===== config.mk =====
export PLATFORM = sky130hd
export DESIGN_NAME = bus_arbiter
export DESIGN_NICKNAME = d
export VERILOG_FILES = /design/src/rtl/bus_pkg.sv /design/src/rtl/arb_timeout_cnt.sv /design/src/rtl/bus_arbiter.sv
export SDC_FILE = /design/constraint.sdc
export NUM_CORES = 1
export LEC_CHECK = 0
export BUFFER_PORTS_ARGS = -buffer_cell sky130_fd_sc_hd__buf_2
export CAP_MARGIN = 20
export CORE_MARGIN = 2
export CORE_UTILIZATION = 45
export DETAILED_ROUTE_END_ITERATION = 8
export PLACE_DENSITY = 0.66
export SYNTH_ARGS = -nofsm -noshare
export SYNTH_HDL_FRONTEND = slang
export SYNTH_SLANG_ARGS = --single-unit

===== constraint.sdc =====
create_clock -name clk -period 2.7 [get_ports clk]
set_clock_uncertainty 0.2 [all_clocks]
set_input_delay 0.27 -clock clk [delete_from_list [all_inputs] [get_ports clk]]
set_output_delay 0.27 -clock clk [all_outputs]
set_load 0.02 [all_outputs]

===== src/rtl/bus_pkg.sv =====
// rtl/bus_pkg.sv - shared encodings and helpers for the bus arbiter
//
// Purpose: FSM state codes, bus-mux master-select codes, slave id constants,
//          address split for slave decode, and small decode helpers.
// Ports:   none (package).
package bus_pkg;

  typedef enum logic [1:0] {
    IDLE   = 2'd0,
    GNT_M1 = 2'd1,
    GNT_M2 = 2'd2,
    ERR    = 2'd3
  } arb_state_t;

  // bus-mux master select codes
  localparam logic [1:0] BM_NONE = 2'd0;
  localparam logic [1:0] BM_M1   = 2'd1;
  localparam logic [1:0] BM_M2   = 2'd2;

  // slave id encoding as carried on m*_slave_id
  localparam logic [1:0] SLV1        = 2'd0;
  localparam logic [1:0] SLV2        = 2'd1;
  localparam logic [1:0] SLV3        = 2'd2;
  localparam logic [1:0] SLV_INVALID = 2'd3;

  // slave id is the two address bits ending at this position (addr[13:12])
  localparam int SLAVE_ID_MSB = 13;

  // One-hot slave enable for a slave id; the invalid id decodes to no slave.
  function automatic logic [2:0] slave_onehot(input logic [1:0] id);
    logic [2:0] sel;
    sel = 3'b000;
    case (id)
      SLV1:    sel = 3'b001;
      SLV2:    sel = 3'b010;
      SLV3:    sel = 3'b100;
      default: sel = 3'b000;
    endcase
    return sel;
  endfunction

  // A master may be granted only when it requests a valid, ready slave.
  function automatic logic is_eligible(input logic       request,
                                       input logic [1:0] id,
                                       input logic [2:0] ready);
    return request && ((slave_onehot(id) & ready) != 3'b000);
  endfunction

endpackage


===== src/rtl/arb_timeout_cnt.sv =====
// rtl/arb_timeout_cnt.sv - grant-hold counter with clear/enable and expiry flag
//
// Purpose: counts cycles of the current grant; expired is high once the
//          count has reached TIMEOUT-1. The count saturates there so a long
//          uncontested grant can still be preempted later. TIMEOUT=0 never
//          expires.
// Ports:
//   clk     in  system clock, rising edge
//   reset   in  synchronous active-low reset
//   clear   in  force count to zero (priority over enable)
//   enable  in  advance the count by one
//   expired out count has reached the preemption point
module arb_timeout_cnt #(
  parameter int TIMEOUT = 16,
  parameter int CNT_W   = 5
) (
  input  logic clk,
  input  logic reset,
  input  logic clear,
  input  logic enable,
  output logic expired
);

  // Saturation point; with preemption disabled the counter just parks at all-ones.
  localparam logic [CNT_W-1:0] LIMIT = (TIMEOUT == 0) ? '1 : CNT_W'(TIMEOUT - 1);

  logic [CNT_W-1:0] count;

  always_ff @(posedge clk) begin
    if (!reset || clear) begin
      count <= '0;
    end else if (enable && (count != LIMIT)) begin
      count <= count + 1'b1;
    end
  end

  assign expired = (TIMEOUT != 0) && (count == LIMIT);

endmodule


===== src/rtl/bus_arbiter.sv =====
// rtl/bus_arbiter.sv - two-master system bus arbiter with slave-ready check and grant timeout
//
// Purpose: grants the shared bus to master 1 or master 2 when its target
//          slave is valid and ready, drives the bus-mux select and one-hot
//          slave select, pulses an error for invalid slave ids, and preempts
//          a grant held for TIMEOUT cycles while the other master waits.
// Config:  BUS_ARB_ROUND_ROBIN_EN - ties go to the master not granted most
//          recently; without it master 1 wins every tie.
// Ports:
//   clk          in   system clock, rising edge
//   reset        in   synchronous active-low reset
//   m1_request   in   master 1 request, held for the whole transaction
//   m2_request   in   master 2 request
//   m1_slave_id  in   master 1 target (0..2 = slave1..3, 3 = invalid)
//   m2_slave_id  in   master 2 target
//   slave_ready  in   bit i: slave i+1 can accept a transaction
//   m1_grant     out  master 1 owns the bus
//   m2_grant     out  master 2 owns the bus
//   bus_master   out  mux select 0=none 1=m1 2=m2
//   slave_sel    out  one-hot slave enable, latched at grant time
//   m1_err       out  one-cycle pulse, master 1 requested invalid slave
//   m2_err       out  one-cycle pulse, master 2 requested invalid slave
//   state_out    out  current FSM state (debug)
module bus_arbiter
  import bus_pkg::*;
#(
  parameter int TIMEOUT = 16,
  parameter int CNT_W   = 5
) (
  input  logic       clk,
  input  logic       reset,
  input  logic       m1_request,
  input  logic       m2_request,
  input  logic [1:0] m1_slave_id,
  input  logic [1:0] m2_slave_id,
  input  logic [2:0] slave_ready,
  output logic       m1_grant,
  output logic       m2_grant,
  output logic [1:0] bus_master,
  output logic [2:0] slave_sel,
  output logic       m1_err,
  output logic       m2_err,
  output logic [1:0] state_out
);

  arb_state_t state, next_state;

  logic [1:0] pending, pending_next;     // master owed the bus after a preemption
  logic [2:0] sel_latch, sel_latch_next; // slave select frozen for the grant
  logic [1:0] err_flags, err_flags_next; // {m2,m1} to report while in ERR
  logic [1:0] armed, armed_next;         // {m2,m1} may still raise an error
  logic [1:0] pick;                      // master chosen in IDLE this cycle
  logic [1:0] tie_pick;
  logic       m1_elig, m2_elig;
  logic       m1_bad, m2_bad;            // requesting the invalid id
  logic       m1_inv, m2_inv;            // invalid and not yet reported
  logic       preempt;
  logic       cnt_clear, cnt_enable, cnt_expired;

  logic       m1_grant_d, m2_grant_d, m1_err_d, m2_err_d;
  logic [1:0] bus_master_d;
  logic [2:0] slave_sel_d;

  assign m1_elig = is_eligible(m1_request, m1_slave_id, slave_ready);
  assign m2_elig = is_eligible(m2_request, m2_slave_id, slave_ready);
  assign m1_bad  = m1_request && (m1_slave_id == SLV_INVALID);
  assign m2_bad  = m2_request && (m2_slave_id == SLV_INVALID);
  assign m1_inv  = m1_bad && armed[0];
  assign m2_inv  = m2_bad && armed[1];

`ifdef BUS_ARB_ROUND_ROBIN_EN
  logic last_m2; // 1: master 2 was granted most recently

  assign tie_pick = last_m2 ? BM_M1 : BM_M2;

  always_ff @(posedge clk) begin
    if (!reset) begin
      last_m2 <= 1'b1;
    end else if (pick == BM_M1) begin
      last_m2 <= 1'b0;
    end else if (pick == BM_M2) begin
      last_m2 <= 1'b1;
    end
  end
`else
  assign tie_pick = BM_M1;
`endif

  arb_timeout_cnt #(
    .TIMEOUT (TIMEOUT),
    .CNT_W   (CNT_W)
  ) u_timeout_cnt (
    .clk     (clk),
    .reset   (reset),
    .clear   (cnt_clear),
    .enable  (cnt_enable),
    .expired (cnt_expired)
  );

  assign cnt_enable = (state == GNT_M1) || (state == GNT_M2);
  assign state_out  = state;

  // State and output registers.
  always_ff @(posedge clk) begin
    if (!reset) begin
      state      <= IDLE;
      pending    <= BM_NONE;
      sel_latch  <= 3'b000;
      err_flags  <= 2'b00;
      armed      <= 2'b11;
      m1_grant   <= 1'b0;
      m2_grant   <= 1'b0;
      bus_master <= BM_NONE;
      slave_sel  <= 3'b000;
      m1_err     <= 1'b0;
      m2_err     <= 1'b0;
    end else begin
      state      <= next_state;
      pending    <= pending_next;
      sel_latch  <= sel_latch_next;
      err_flags  <= err_flags_next;
      armed      <= armed_next;
      m1_grant   <= m1_grant_d;
      m2_grant   <= m2_grant_d;
      bus_master <= bus_master_d;
      slave_sel  <= slave_sel_d;
      m1_err     <= m1_err_d;
      m2_err     <= m2_err_d;
    end
  end

  // Next-state logic.
  always_comb begin
    next_state     = state;
    pending_next   = pending;
    sel_latch_next = sel_latch;
    err_flags_next = 2'b00;
    pick           = BM_NONE;
    preempt        = 1'b0;
    cnt_clear      = 1'b1;

    // A pending claim is dropped once its master stops asking for the bus,
    // so it cannot jump the queue on some later unrelated request.
    if ((pending == BM_M1) && !m1_request) pending_next = BM_NONE;
    if ((pending == BM_M2) && !m2_request) pending_next = BM_NONE;

    unique case (state)
      IDLE: begin
        if ((pending == BM_M1) && m1_elig)      pick = BM_M1;
        else if ((pending == BM_M2) && m2_elig) pick = BM_M2;
        else if (m1_elig && m2_elig)            pick = tie_pick;
        else if (m1_elig)                       pick = BM_M1;
        else if (m2_elig)                       pick = BM_M2;

        if (pick == BM_M1) begin
          next_state     = GNT_M1;
          sel_latch_next = slave_onehot(m1_slave_id);
        end else if (pick == BM_M2) begin
          next_state     = GNT_M2;
          sel_latch_next = slave_onehot(m2_slave_id);
        end else if (m1_inv || m2_inv) begin
          next_state     = ERR;
          err_flags_next = {m2_inv, m1_inv};
        end

        if ((pick != BM_NONE) && (pick == pending)) pending_next = BM_NONE;
      end
      GNT_M1: begin
        preempt   = cnt_expired && m2_elig;
        cnt_clear = !m1_request || preempt;
        if (cnt_clear) next_state = IDLE;
        // pending is recorded even when the owner releases on the same edge
        if (preempt) pending_next = BM_M2;
      end
      GNT_M2: begin
        preempt   = cnt_expired && m1_elig;
        cnt_clear = !m2_request || preempt;
        if (cnt_clear) next_state = IDLE;
        if (preempt) pending_next = BM_M1;
      end
      ERR: begin
        next_state = IDLE;
      end
      default: begin
        next_state = IDLE;
      end
    endcase

    // An invalid request reports once; it re-arms when the request drops or
    // the id moves off the invalid value.
    armed_next[0] = err_flags_next[0] ? 1'b0 : (!m1_bad ? 1'b1 : armed[0]);
    armed_next[1] = err_flags_next[1] ? 1'b0 : (!m2_bad ? 1'b1 : armed[1]);
  end

  // Output decode of the current state, registered above, so grants follow
  // the state register by one cycle and both grants can never overlap.
  always_comb begin
    m1_grant_d   = (state == GNT_M1);
    m2_grant_d   = (state == GNT_M2);
    bus_master_d = BM_NONE;
    slave_sel_d  = 3'b000;
    m1_err_d     = (state == ERR) && err_flags[0];
    m2_err_d     = (state == ERR) && err_flags[1];
    if (state == GNT_M1) begin
      bus_master_d = BM_M1;
      slave_sel_d  = sel_latch;
    end else if (state == GNT_M2) begin
      bus_master_d = BM_M2;
      slave_sel_d  = sel_latch;
    end
  end

endmodule


# ---- Word level (Yosys, flattened, before mapping)
# Index checks and enable logic that the tools add are counted.
dict set report word_totals {
  regBits 25
  output_inout_bits 11
  input_bits 11
}
dict set report classes {
  n_bitwise 3
  n_addsub 1
  reduce_logical 35
  mux 35
  n_eq_ne 21
}
# cell count
set ops {}
lappend ops {{$mux W2} 21}
lappend ops {{$pmux W3 S3} 2}
lappend ops {{$logic_and A1 B1 Y1} 17}
lappend ops {{$eq A2 B2 Y1 const B} 8}
lappend ops {{$mux W3} 4}
lappend ops {{$eq A2 B1 Y1 const B} 5}
lappend ops {{$pmux W2 S4} 1}
lappend ops {{$and A3 B3 Y3} 2}
lappend ops {{$logic_not A2 Y1} 3}
lappend ops {{$pmux W2 S3} 1}
lappend ops {{$reduce_bool A3 Y1} 2}
lappend ops {{$add A5 B1 Y5 const B} 1}
lappend ops {{$eq A5 B4 Y1 const B} 1}
lappend ops {{$logic_or A1 B1 Y1} 5}
lappend ops {{$mux W1} 5}
lappend ops {{$ne A5 B4 Y1 const B} 1}
lappend ops {{$ne A2 B1 Y1 const B} 2}
lappend ops {{$ne A2 B2 Y1 const B} 2}
lappend ops {{$ne A4 B4 Y1 const B} 1}
lappend ops {{$reduce_bool A2 Y1} 2}
lappend ops {{$logic_not A1 Y1} 3}
lappend ops {{$reduce_and A3 Y1} 1}
lappend ops {{$eq A2 B2 Y1} 1}
lappend ops {{$pmux W1 S2} 1}
lappend ops {{3 further kinds} 3}

# ---- Depth between registers and ports, before layout
# Gate-level depths: netlist of the first run.
dict set report depth {
  ltp_word 16
  ltp_mapped 11
}

# ---- Modules after synthesis
# Synthesis of the first run repeated with hierarchy kept, for this count alone.
dict set report unflattened {
  cells_unflattened 150
  area_unflattened_um2 1357.6
}
# mod area_per_inst_um2 seq_area_each_um2 n_inst cells_each
set modules_own_cells {}
lappend modules_own_cells {bus_arbiter 1116.1 380.4 1 124}
lappend modules_own_cells {arb_timeout_cnt 241.5 100.1 1 26}

# ---- Worst setup path before layout of the first run
# No wires, ideal clock.
dict set report synth_path {
  path_type {input to register}
  from {input port m1_request}
  to {register sel_latch[2]}
  required_time_ps 2435
  n_path_buf 1
  cell_stages 10
  path_slack_ps 334
  t_arrival_ps 2101
  cell_sequence {clkbuf_1 > and4b_2 > a31oi_1 > o21ai_0 > ha_1 > inv_1 > or3_2 > o311ai_0 > o21ai_0 > nor2_1}
}
dict set report synth_via {
  elab_chain_cells 9
  word_cells_on_any_way 13
  cone_classes {eq/ne: 2; mux: 6; reduce/logical: 5}
}
# element line_no
set synth_lines {}
lappend synth_lines {{from (decl)} bus_arbiter.sv:32} ;# input logic m1_request,
lappend synth_lines {{$logic_and A1 B1 Y1 (*)} bus_pkg.sv:46} ;# return request && ((slave_onehot(id) & ready) != 3'b000);
lappend synth_lines {{$mux W2 or $logic_and A1 B1 Y1 (tied branches)} {bus_arbiter.sv:152, bus_arbiter.sv:151}}
lappend synth_lines {{$mux W2} bus_arbiter.sv:151} ;# else if (m1_elig && m2_elig) pick = tie_pick;
lappend synth_lines {{$mux W2} bus_arbiter.sv:150} ;# else if ((pending == BM_M2) && m2_elig) pick = BM_M2;
lappend synth_lines {{$mux W2 (*)} bus_arbiter.sv:149} ;# if ((pending == BM_M1) && m1_elig) pick = BM_M1;
lappend synth_lines {{$mux W2 (*)} bus_arbiter.sv:147} ;# unique case (state)
lappend synth_lines {{$eq A2 B1 Y1 or $eq A2 B2 Y1 (tied branches)} {bus_arbiter.sv:155, bus_arbiter.sv:158}}
lappend synth_lines {{$reduce_bool A2 Y1 (no line)} --}
lappend synth_lines {{$reduce_and A2 Y1 (no line)} --}
lappend synth_lines {{to (signal assigned)} bus_arbiter.sv:120} ;# sel_latch <= sel_latch_next;
lappend synth_lines {{to (decl)} bus_arbiter.sv:49} ;# logic [2:0] sel_latch, sel_latch_next;
# Mark *: on every way between the ends. The rest lies on a longest branch, timed or not. The select of a mux whose other input is x is not followed.
# A chain may end at the register's enable or synchronous reset.

# ---- Worst setup path in the final report of the first run
dict set report layout_path {
  from {register u_timeout_cnt.count[0]}
  to {register u_timeout_cnt.count[4]}
}
dict set report layout_via {
  elab_chain_cells 5
  word_cells_on_any_way 10
  cone_classes {add/sub: 1; eq/ne: 2; mux: 1; reduce/logical: 6}
}
# element line_no
set layout_lines {}
lappend layout_lines {{from (decl)} arb_timeout_cnt.sv:27} ;# logic [CNT_W-1:0] count;
lappend layout_lines {{from (signal assigned)} arb_timeout_cnt.sv:33} ;# count <= count + 1'b1;
lappend layout_lines {{$eq A5 B4 Y1} arb_timeout_cnt.sv:37} ;# assign expired = (TIMEOUT != 0) && (count == LIMIT);
lappend layout_lines {{$logic_and A1 B1 Y1, on equally long branches} {bus_arbiter.sv:176, bus_arbiter.sv:169}}
lappend layout_lines {{$logic_or A1 B1 Y1, on equally long branches} {bus_arbiter.sv:177, bus_arbiter.sv:170}}
lappend layout_lines {{$pmux W1 S2} bus_arbiter.sv:147}
lappend layout_lines {{$logic_or A1 B1 Y1} arb_timeout_cnt.sv:30} ;# if (!reset || clear) begin
# Several ways; a longest one is shown, not always the timed one.

==> flow_metrics.env, run 1 <==
export IMPL_cts_hold_buf=0
export IMPL_finalHoldViolations=0
export IMPL_port_buffers=21
export IMPL_gr_usage_met3_pct=2.72
export IMPL_multiInputGateArea_um2=748
export IMPL_final_common_cell="dfxtp_1"
export IMPL_cp_data_arrival_time_ns=2.47
export IMPL_path_common_cell="ha_1"
export IMPL_ff2ff_setup_slack_ns=0.28
export IMPL_grt_ovfl_total=0
export IMPL_start_util_pct=47.0
export IMPL_grt_pass1_wl_um=4260
export IMPL_cts_setup_buffers=0
export IMPL_die_y_um=57.4
export IMPL_finalCritPeriodShare_pct=89.7
export IMPL_busiest_layer="met2"
export IMPL_place_gp_congestion=0.877
export IMPL_path_class="reg2reg"
export IMPL_power_density_mw_per_mm2=668
export IMPL_endpoint_kind="flop"
export IMPL_dr_pass1_iters=4
export IMPL_grt_pass1_vias=973
export IMPL_yosysWarnings=0
export IMPL_ys_seq_elements=24
export IMPL_drc=0
export IMPL_cts_sinks=24
export IMPL_max_cap_violations=0
export IMPL_min_period_ns=2.42
export IMPL_fin_nets=188
export IMPL_cts_clk_slew_worst_paths_ns=0.13
export IMPL_htreeDepth=1
export IMPL_setup_viol=0
export IMPL_synth_nets=166
export IMPL_power_leakage_nw=0.660
export IMPL_max_vdd_ir_drop_mv=0.386
export IMPL_ant_nets=0
export IMPL_cts_tree="done"
export IMPL_ys_seq_area_share_pct=37.4
export IMPL_seqCellArea_um2=480
export IMPL_clk_latency_ns=0.31
export IMPL_fillCellCount=242
export IMPL_via_per_inst=5.42
export IMPL_route_vias_total=1052
export IMPL_grt_use_met1_pct=22.3
export IMPL_drt_iter0_markers=38
export IMPL_synth_cells=143
export IMPL_slowest_delay_ns=0.38
export IMPL_layout_common_cells="24 x dfxtp_1, 21 x buf_2, 13 x nor2_1"
export IMPL_relSlewSlack_pct=67.8
export IMPL_fmax_mhz=413
export IMPL_total_power_mw=0.956
export IMPL_worstSetupStartpointType="flop"
export IMPL_worstMarginPinSlew_ns=0.482
export IMPL_syn_area_per_cell_um2=8.99
export IMPL_io_pin_count=22
export IMPL_areaGrowthSynthToFinish_pct=11.5
export IMPL_synth_edf_count=0
export IMPL_slowest_stage="a221o_1"
export IMPL_clockBufferDepth=2
export IMPL_syn_area_mm2=0.00128
export IMPL_whs_path_depth=3
export IMPL_crit_chain="ha_1, and3_1, ha_1, nor2b_1, a32oi_1, nand2_1, a221o_1, a211oi_2"
export IMPL_hpwl_um=1930
export IMPL_r2r_cells=8
export IMPL_required_ns=2.74
export IMPL_cts_root_buf="clkbuf_4"
export IMPL_die_width_um=57.4
export IMPL_dpl_cell_count=191
export IMPL_antenna_cells=0
export IMPL_wl_per_cell_um=12.6
export IMPL_coreArea_mm2=0.00273
export IMPL_grt_use_met2_pct=25.8
export IMPL_die_area_mm2=0.00330
export IMPL_drv_slew=0
export IMPL_hold_path_class="in2reg"
export IMPL_final_cells=194
export IMPL_wl_um=2440
export IMPL_worstPathMaxFanout=5
export IMPL_fp_row_count=19
export IMPL_ys_flop_type="dfxtp_1"
export IMPL_post_cts_resized=0
export IMPL_synthDistinctLibCells=39
export IMPL_grt_use_total_pct=16.9
export IMPL_drive_gt1_share_pct=17.8
export IMPL_antenna_found_initial=0
export IMPL_setup_tns_final_ns=0
export IMPL_status="completed"
export IMPL_grt_max_degree=13
export IMPL_rsz0062_at_grt="no"
export IMPL_cts_buffers=3
export IMPL_async_flop_share_pct=0
through the flow:
step	cell area [um^2]	worst slack [ns]	hold slack, ns	util (%)
floorplan	1280	0.334	0.224	-
global placement	1410	0.155	0.241	51.6
detailed placement	1410	0.0929	0.242	51.6
CTS	1430	0.259	0.0650	52.4
global route	1430	0.0886	0.0812	52.4
finish	1430	0.278	0.0705	52.4
Yosys cell counts, types with 2 or more instances:
library cell | n | share of area, %
and2_1 | 5 | 2.4
a21oi_1 | 3 | 1.2
a31o_1 | 2 | 1.4
a211o_1 | 2 | 1.4
nand3_1 | 9 | 3.5
a2bb2oi_1 | 2 | 1.4
xor2_1 | 2 | 1.4
nand3b_1 | 2 | 1.2
nor2_1 | 13 | 3.8
and3_1 | 3 | 1.5
nor2b_1 | 7 | 3.4
inv_1 | 10 | 2.9
ha_1 | 12 | 12
o32ai_1 | 2 | 1.4
nand2_1 | 11 | 3.2
nand4_1 | 4 | 1.9
clkbuf_1 | 3 | 0.88
o21ai_0 | 4 | 1.6
dfxtp_1 | 24 | 37
mux2i_1 | 3 | 2.3
a31oi_1 | 2 | 0.97
state kept, by name, indices dropped and copies added, names as in the netlist:
| name | flops |
|---|---|
| state_out | 2 |
| m2_err | 1 |
| u_timeout_cnt.count | 5 |
| m1_err | 1 |
| slave_sel | 3 |
| m2_grant | 1 |
| m1_grant | 1 |
| err_flags | 2 |
| sel_latch | 3 |
| pending | 2 |
| bus_master | 1 |
| armed | 2 |
logic make-up after synthesis:
logic type	share of synthesized area [%]
flops	37.4
buf+inv	4.38
compound gates	14.8
xor+xnor	2.05
mux	4.38
fa+ha+maj	11.7
simple gates	25.3
routing by layer:
layer	up-vias	share of wire, %
li1	550	-
met3	4	5.0
met2	27	47
met5	-	0
met1	471	46
met4	0	2.1
critical path, delay by kind of cell, from the launching register on:
family,cells,cell delay [ns]
AND/OR/NAND/NOR,3,0.44
AO/OA/AOI/OAI,3,0.90
adder cells (fa/ha/maj),2,0.46
flip-flops,1,0.35
path summary, 6_finish.rpt:
check | start | end
min | m2_slave_id[1] | armed[1]
max | u_timeout_cnt.count[0] | u_timeout_cnt.count[4]
min reg2reg | err_flags[0] | m1_err
max reg2reg | u_timeout_cnt.count[0] | u_timeout_cnt.count[4]
report_power, final:
group / internal (mW) / switching (mW) / leakage [nW]
sequential: 0.402 / 0.0330 / 0.195
combinational: 0.146 / 0.219 / 0.452
clock: 0.0522 / 0.104 / 0.0138
cell type report:
type | instances | share of cell area (%)
well taps | 31 | 2.71
inverters | 10 | 2.62
flip-flops and latches | 24 | 33.5
clock buffers | 3 | 1.57
repair buffers | 21 | 7.34
multi-input cells | 105 | 52.2
(Power assumes the default switching activity.)
==> run 2, diff against run 1 <==
- CORE_UTILIZATION: 45 -> 51
- CTS_CLUSTER_SIZE: unset -> 30
- PLACE_DENSITY: 0.66 -> 0.74
==> run 2 against run 1 <==
Combinational power up 2%. Routed wire length increased by 9.9%. Core utilization rose by 7.7 points. Power grew 12%. Clock power up 67%. Critical path type unchanged. Highest routed layer unchanged.
==> flow_metrics.env, run 2 (synthesized netlist as in run 1, its figures left out) <==
export IMPL_path_class="reg2reg"
export IMPL_worstMarginPinSlew_ns=0.495
export IMPL_holdPathEnd="armed[1]"
export IMPL_finalCritPeriodShare_pct=89.9
export IMPL_ff2ff_setup_slack_ns=0.27
export IMPL_antenna_found_initial=0
export IMPL_clk_latency_ns=0.32
export IMPL_cts_hold_buf=0
export IMPL_relSlewSlack_pct=66.9
export IMPL_cts_setup_buffers=0
export IMPL_grt_ovfl_total=0
export IMPL_power_density_mw_per_mm2=730
export IMPL_route_vias_total=1125
export IMPL_multiInputGateArea_um2=748
export IMPL_drive_gt1_share_pct=18.3
export IMPL_die_y_um=54.2
export IMPL_antenna_cells=0
export IMPL_worst_slack_ns=0.273
export IMPL_grt_pass1_wl_um=4460
export IMPL_cts_tree="done"
export IMPL_endpoint_kind="flop"
export IMPL_cts_clk_slew_worst_paths_ns=0.14
export IMPL_final_cells=194
export IMPL_via_per_inst=5.80
export IMPL_fp_row_count=18
export IMPL_cts_buffers=3
export IMPL_required_ns=2.75
export IMPL_finalHoldViolations=0
export IMPL_grt_use_total_pct=20.9
export IMPL_ant_nets=0
export IMPL_power_leakage_nw=0.675
export IMPL_cp_data_arrival_time_ns=2.48
export IMPL_coreArea_mm2=0.00243
export IMPL_hold_path_class="in2reg"
export IMPL_seqCellArea_um2=480
export IMPL_status="completed"
export IMPL_dpl_worst_slack_ns=0.0224
export IMPL_max_vdd_ir_drop_mv=0.471
export IMPL_drc=0
export IMPL_place_gp_congestion=0.912
export IMPL_setup_viol=0
export IMPL_dr_pass1_iters=4
export IMPL_die_width_um=54.2
export IMPL_rsz0062_at_grt="no"
export IMPL_drt_iter0_markers=20
export IMPL_hpwl_um=2110
export IMPL_drv_slew=0
export IMPL_die_area_mm2=0.00294
export IMPL_min_period_ns=2.43
export IMPL_cts_root_buf="clkbuf_4"
export IMPL_holdWs_ns=0.0751
export IMPL_total_power_mw=1.07
export IMPL_min_delay_start="m2_slave_id[1]"
export IMPL_r2r_cells=8
export IMPL_layout_common_cells="24 x dfxtp_1, 21 x buf_2, 13 x nor2_1"
export IMPL_top_register="u_timeout_cnt.count"
export IMPL_fin_area_mm2=0.00146
export IMPL_htreeDepth=1
export IMPL_fillCellCount=220
export IMPL_worstSetupStartpointType="flop"
export IMPL_worstPathMaxFanout=5
export IMPL_fmax_mhz=412
export IMPL_cts_sinks=24
export IMPL_grt_pass1_vias=1009
export IMPL_wl_um=2680
export IMPL_placed_area_mm2=0.00141
export IMPL_largest_reg_flops=5
export IMPL_final_util_pct=60.1
export IMPL_post_cts_resized=0
export IMPL_dpl_cell_count=190
export IMPL_whs_path_depth=3
export IMPL_grt_max_degree=15
export IMPL_final_common_cell="dfxtp_1"
export IMPL_timing_rr_end="u_timeout_cnt.count[4]"
export IMPL_max_cap_violations=0
export IMPL_setup_tns_final_ns=0
export IMPL_rr_startpoint="u_timeout_cnt.count[0]"
export IMPL_clockBufferDepth=2
export IMPL_port_buffers=21
export IMPL_areaGrowthSynthToFinish_pct=13.7
export IMPL_reg_top3="u_timeout_cnt.count x5, sel_latch x3, slave_sel x3"
export IMPL_io_pin_count=22
export IMPL_fin_nets=188
export IMPL_wl_per_cell_um=13.8
export IMPL_start_util_pct=52.8
==> run 2: cell types whose count changed in the layout (fill, tap and decap cells not counted), sizes merged <==
cell,previous run,this run
bufinv,0,1
==> run 2: critical path, cell delays in order, from the launching register on <==
cell      delay, ns
dfxtp_1        0.36
ha_1           0.21
and3_1         0.19
ha_1           0.25
nor2b_1        0.16
a32oi_1        0.34
nand2_1        0.11
a221o_1        0.38
a211oi_2       0.16
==> run 2: how the worst max path moves through the flow <==
stage	start	endpoint	slack [ns]	cells after the start
after floorplan	m1_request	sel_latch[2]	0.33	10
after global placement	m2_slave_id[0]	sel_latch[2]	0.16	12
after detailed placement	m2_slave_id[0]	sel_latch[2]	0.02	12
after CTS	u_timeout_cnt.count[0]	u_timeout_cnt.count[4]	0.27	8
after global routing	m2_slave_id[0]	sel_latch[2]	0.15	12
final	u_timeout_cnt.count[0]	u_timeout_cnt.count[4]	0.27	8
==> run 2: layout make-up <==
class / count / area share, %
multi-input cells: 105 / 51.2
flip-flops and latches: 24 / 32.9
repair buffers: 21 / 7.19
inverters: 10 / 2.57
well taps: 30 / 2.57
clock inverters: 1 / 2.05
clock buffers: 3 / 1.54
==> run 2: routing by layer <==
metal / wire, um / share of wire, % / up-vias / GRT usage [%]
li1: - / - / 552 / -
met1: 1170 / 44 / 527 / 24.8
met2: 1320 / 49 / 40 / 37.1
met3: 160 / 6.0 / 6 / 3.61
met4: 36 / 1.3 / 0 / 7.92
met5: 0 / 0 / - / 0
==> run 2: report_power, final <==
group | total, mW | switching, mW | internal, mW
combinational | 0.372 | 0.226 | 0.146
clock | 0.260 | 0.110 | 0.150
sequential | 0.435 | 0.0322 | 0.403
==> run 3, diff against run 2 <==
- GPL_TIMING_DRIVEN: unset -> 0
==> run 3 against run 2 <==
Routed wire length fell by 2.5%. Global-route usage down 0.61 points. Die area unchanged. Largest cell class unchanged. Largest power group unchanged. Highest routed layer unchanged.
==> flow_metrics.env, run 3 (synthesized netlist as in run 1, its figures left out) <==
export IMPL_status="completed"
export IMPL_setup_viol=0
export IMPL_grt_ovfl_total=0
export IMPL_path_class="reg2reg"
export IMPL_reg_top3="u_timeout_cnt.count x5, sel_latch x3, slave_sel x3"
export IMPL_ff2ff_setup_slack_ns=0.27
export IMPL_areaGrowthSynthToFinish_pct=14.8
export IMPL_cts_setup_buffers=0
export IMPL_required_ns=2.76
export IMPL_die_y_um=54.2
export IMPL_final_common_cell="dfxtp_1"
export IMPL_htreeDepth=1
export IMPL_worstSetupStartpointType="flop"
export IMPL_fp_row_count=18
export IMPL_io_pin_count=22
export IMPL_post_cts_resized=0
export IMPL_layout_common_cells="24 x dfxtp_1, 20 x buf_2, 13 x nor2_1"
export IMPL_seqCellArea_um2=480
export IMPL_cts_sinks=24
export IMPL_grt_pass1_wl_um=4290
export IMPL_cts_hold_buf=0
export IMPL_fin_nets=191
export IMPL_finalCritPeriodShare_pct=89.9
export IMPL_die_width_um=54.2
export IMPL_hold_path_class="in2reg"
export IMPL_fmax_mhz=412
export IMPL_clockBufferDepth=2
export IMPL_drt_iter0_markers=28
export IMPL_route_vias_total=1127
export IMPL_max_vdd_ir_drop_mv=0.500
export IMPL_coreArea_mm2=0.00243
export IMPL_drc=0
export IMPL_cts_clk_slew_worst_paths_ns=0.14
export IMPL_worstMarginPinSlew_ns=0.385
export IMPL_dpl_cell_count=193
export IMPL_ant_nets=0
export IMPL_grt_max_degree=15
export IMPL_min_period_ns=2.43
export IMPL_via_per_inst=5.72
export IMPL_wl_um=2620
export IMPL_dr_pass1_iters=4
export IMPL_multiInputGateArea_um2=748
export IMPL_cts_root_buf="clkbuf_4"
export IMPL_cp_data_arrival_time_ns=2.49
export IMPL_antenna_found_initial=0
export IMPL_antenna_cells=0
export IMPL_gr_usage_met3_pct=3.61
export IMPL_power_leakage_nw=0.680
export IMPL_grt_use_met1_pct=24.4
export IMPL_grt_use_met2_pct=34.3
export IMPL_setup_tns_final_ns=0
export IMPL_hpwl_um=2020
export IMPL_port_buffers=20
export IMPL_cts_tree="done"
export IMPL_finalHoldViolations=0
export IMPL_drive_gt1_share_pct=18.0
export IMPL_grt_pass1_vias=1018
export IMPL_power_density_mw_per_mm2=734
export IMPL_place_gp_congestion=0.793
export IMPL_wl_per_cell_um=13.3
export IMPL_fillCellCount=218
export IMPL_busiest_layer="met2"
export IMPL_die_area_mm2=0.00294
export IMPL_max_cap_violations=0
export IMPL_relSlewSlack_pct=74.0
export IMPL_clk_latency_ns=0.32
export IMPL_cts_buffers=3
export IMPL_worstPathMaxFanout=5
export IMPL_endpoint_kind="flop"
export IMPL_final_cells=197
export IMPL_drv_slew=0
export IMPL_largest_reg_flops=5
export IMPL_top_register="u_timeout_cnt.count"
export IMPL_start_util_pct=52.8
export IMPL_grt_use_total_pct=20.3
export IMPL_rsz0062_at_grt="no"
-- run 3: cell types whose count changed in the layout (fill, tap and decap cells not counted), sizes merged --
cell | previous run | this run
clkbuf | 3 | 6
-- run 3: worst paths after layout --
check,startpoint,end,depth (start not counted)
min,m2_slave_id[1],armed[1],3
max reg2reg,u_timeout_cnt.count[0],u_timeout_cnt.count[4],8
min reg2reg,err_flags[1],m2_err,1
max,u_timeout_cnt.count[0],u_timeout_cnt.count[4],8
-- run 3: final cells by class --
| type | instances | share of cell area, % |
|---|---|---|
| flip-flops and latches | 24 | 32.6 |
| repair buffers | 20 | 6.79 |
| well taps | 30 | 2.54 |
| clock inverters | 1 | 2.04 |
| inverters | 10 | 2.54 |
| clock buffers | 3 | 1.53 |
| plain buffers | 4 | 1.27 |
| multi-input cells | 105 | 50.7 |
-- run 3: through the flow --
stage | power, mW | worst slack, ns | utilization (%) | cell area, um^2 | hold WS (ns)
3_3_place_gp | 0.808 | 0.0561 | 58.5 | 1420 | 0.241
6_report | 1.08 | 0.272 | 60.6 | 1480 | 0.0653
4_1_cts | 1.09 | 0.274 | 60.6 | 1480 | 0.0529
5_1_grt | 1.15 | 0.145 | 60.6 | 1480 | 0.0637
2_1_floorplan | 0.722 | 0.334 | - | 1280 | 0.224
3_5_place_dp | 0.823 | 0.0254 | 58.5 | 1420 | 0.245
-- run 3: metal layers --
metal,vias up,part of all wire [%]
met3,9,5.7
met2,35,47
li1,558,-
met5,-,0
met4,0,2.4
met1,525,45
-- run 3: critical path: stages, from the launching register on --
cell	delay [ns]
dfxtp_1	0.36
ha_1	0.21
and3_1	0.18
ha_1	0.25
nor2b_1	0.17
a32oi_2	0.30
nand2_1	0.09
a221o_1	0.45
a211oi_2	0.15
-- run 3: report_power, final --
| group | leakage [nW] | switching [mW] | internal, mW |
|---|---|---|---|
| sequential | 0.195 | 0.0322 | 0.403 |
| clock | 0.0279 | 0.115 | 0.150 |
| combinational | 0.457 | 0.228 | 0.155 |
| total | 0.680 | 0.375 | 0.707 |
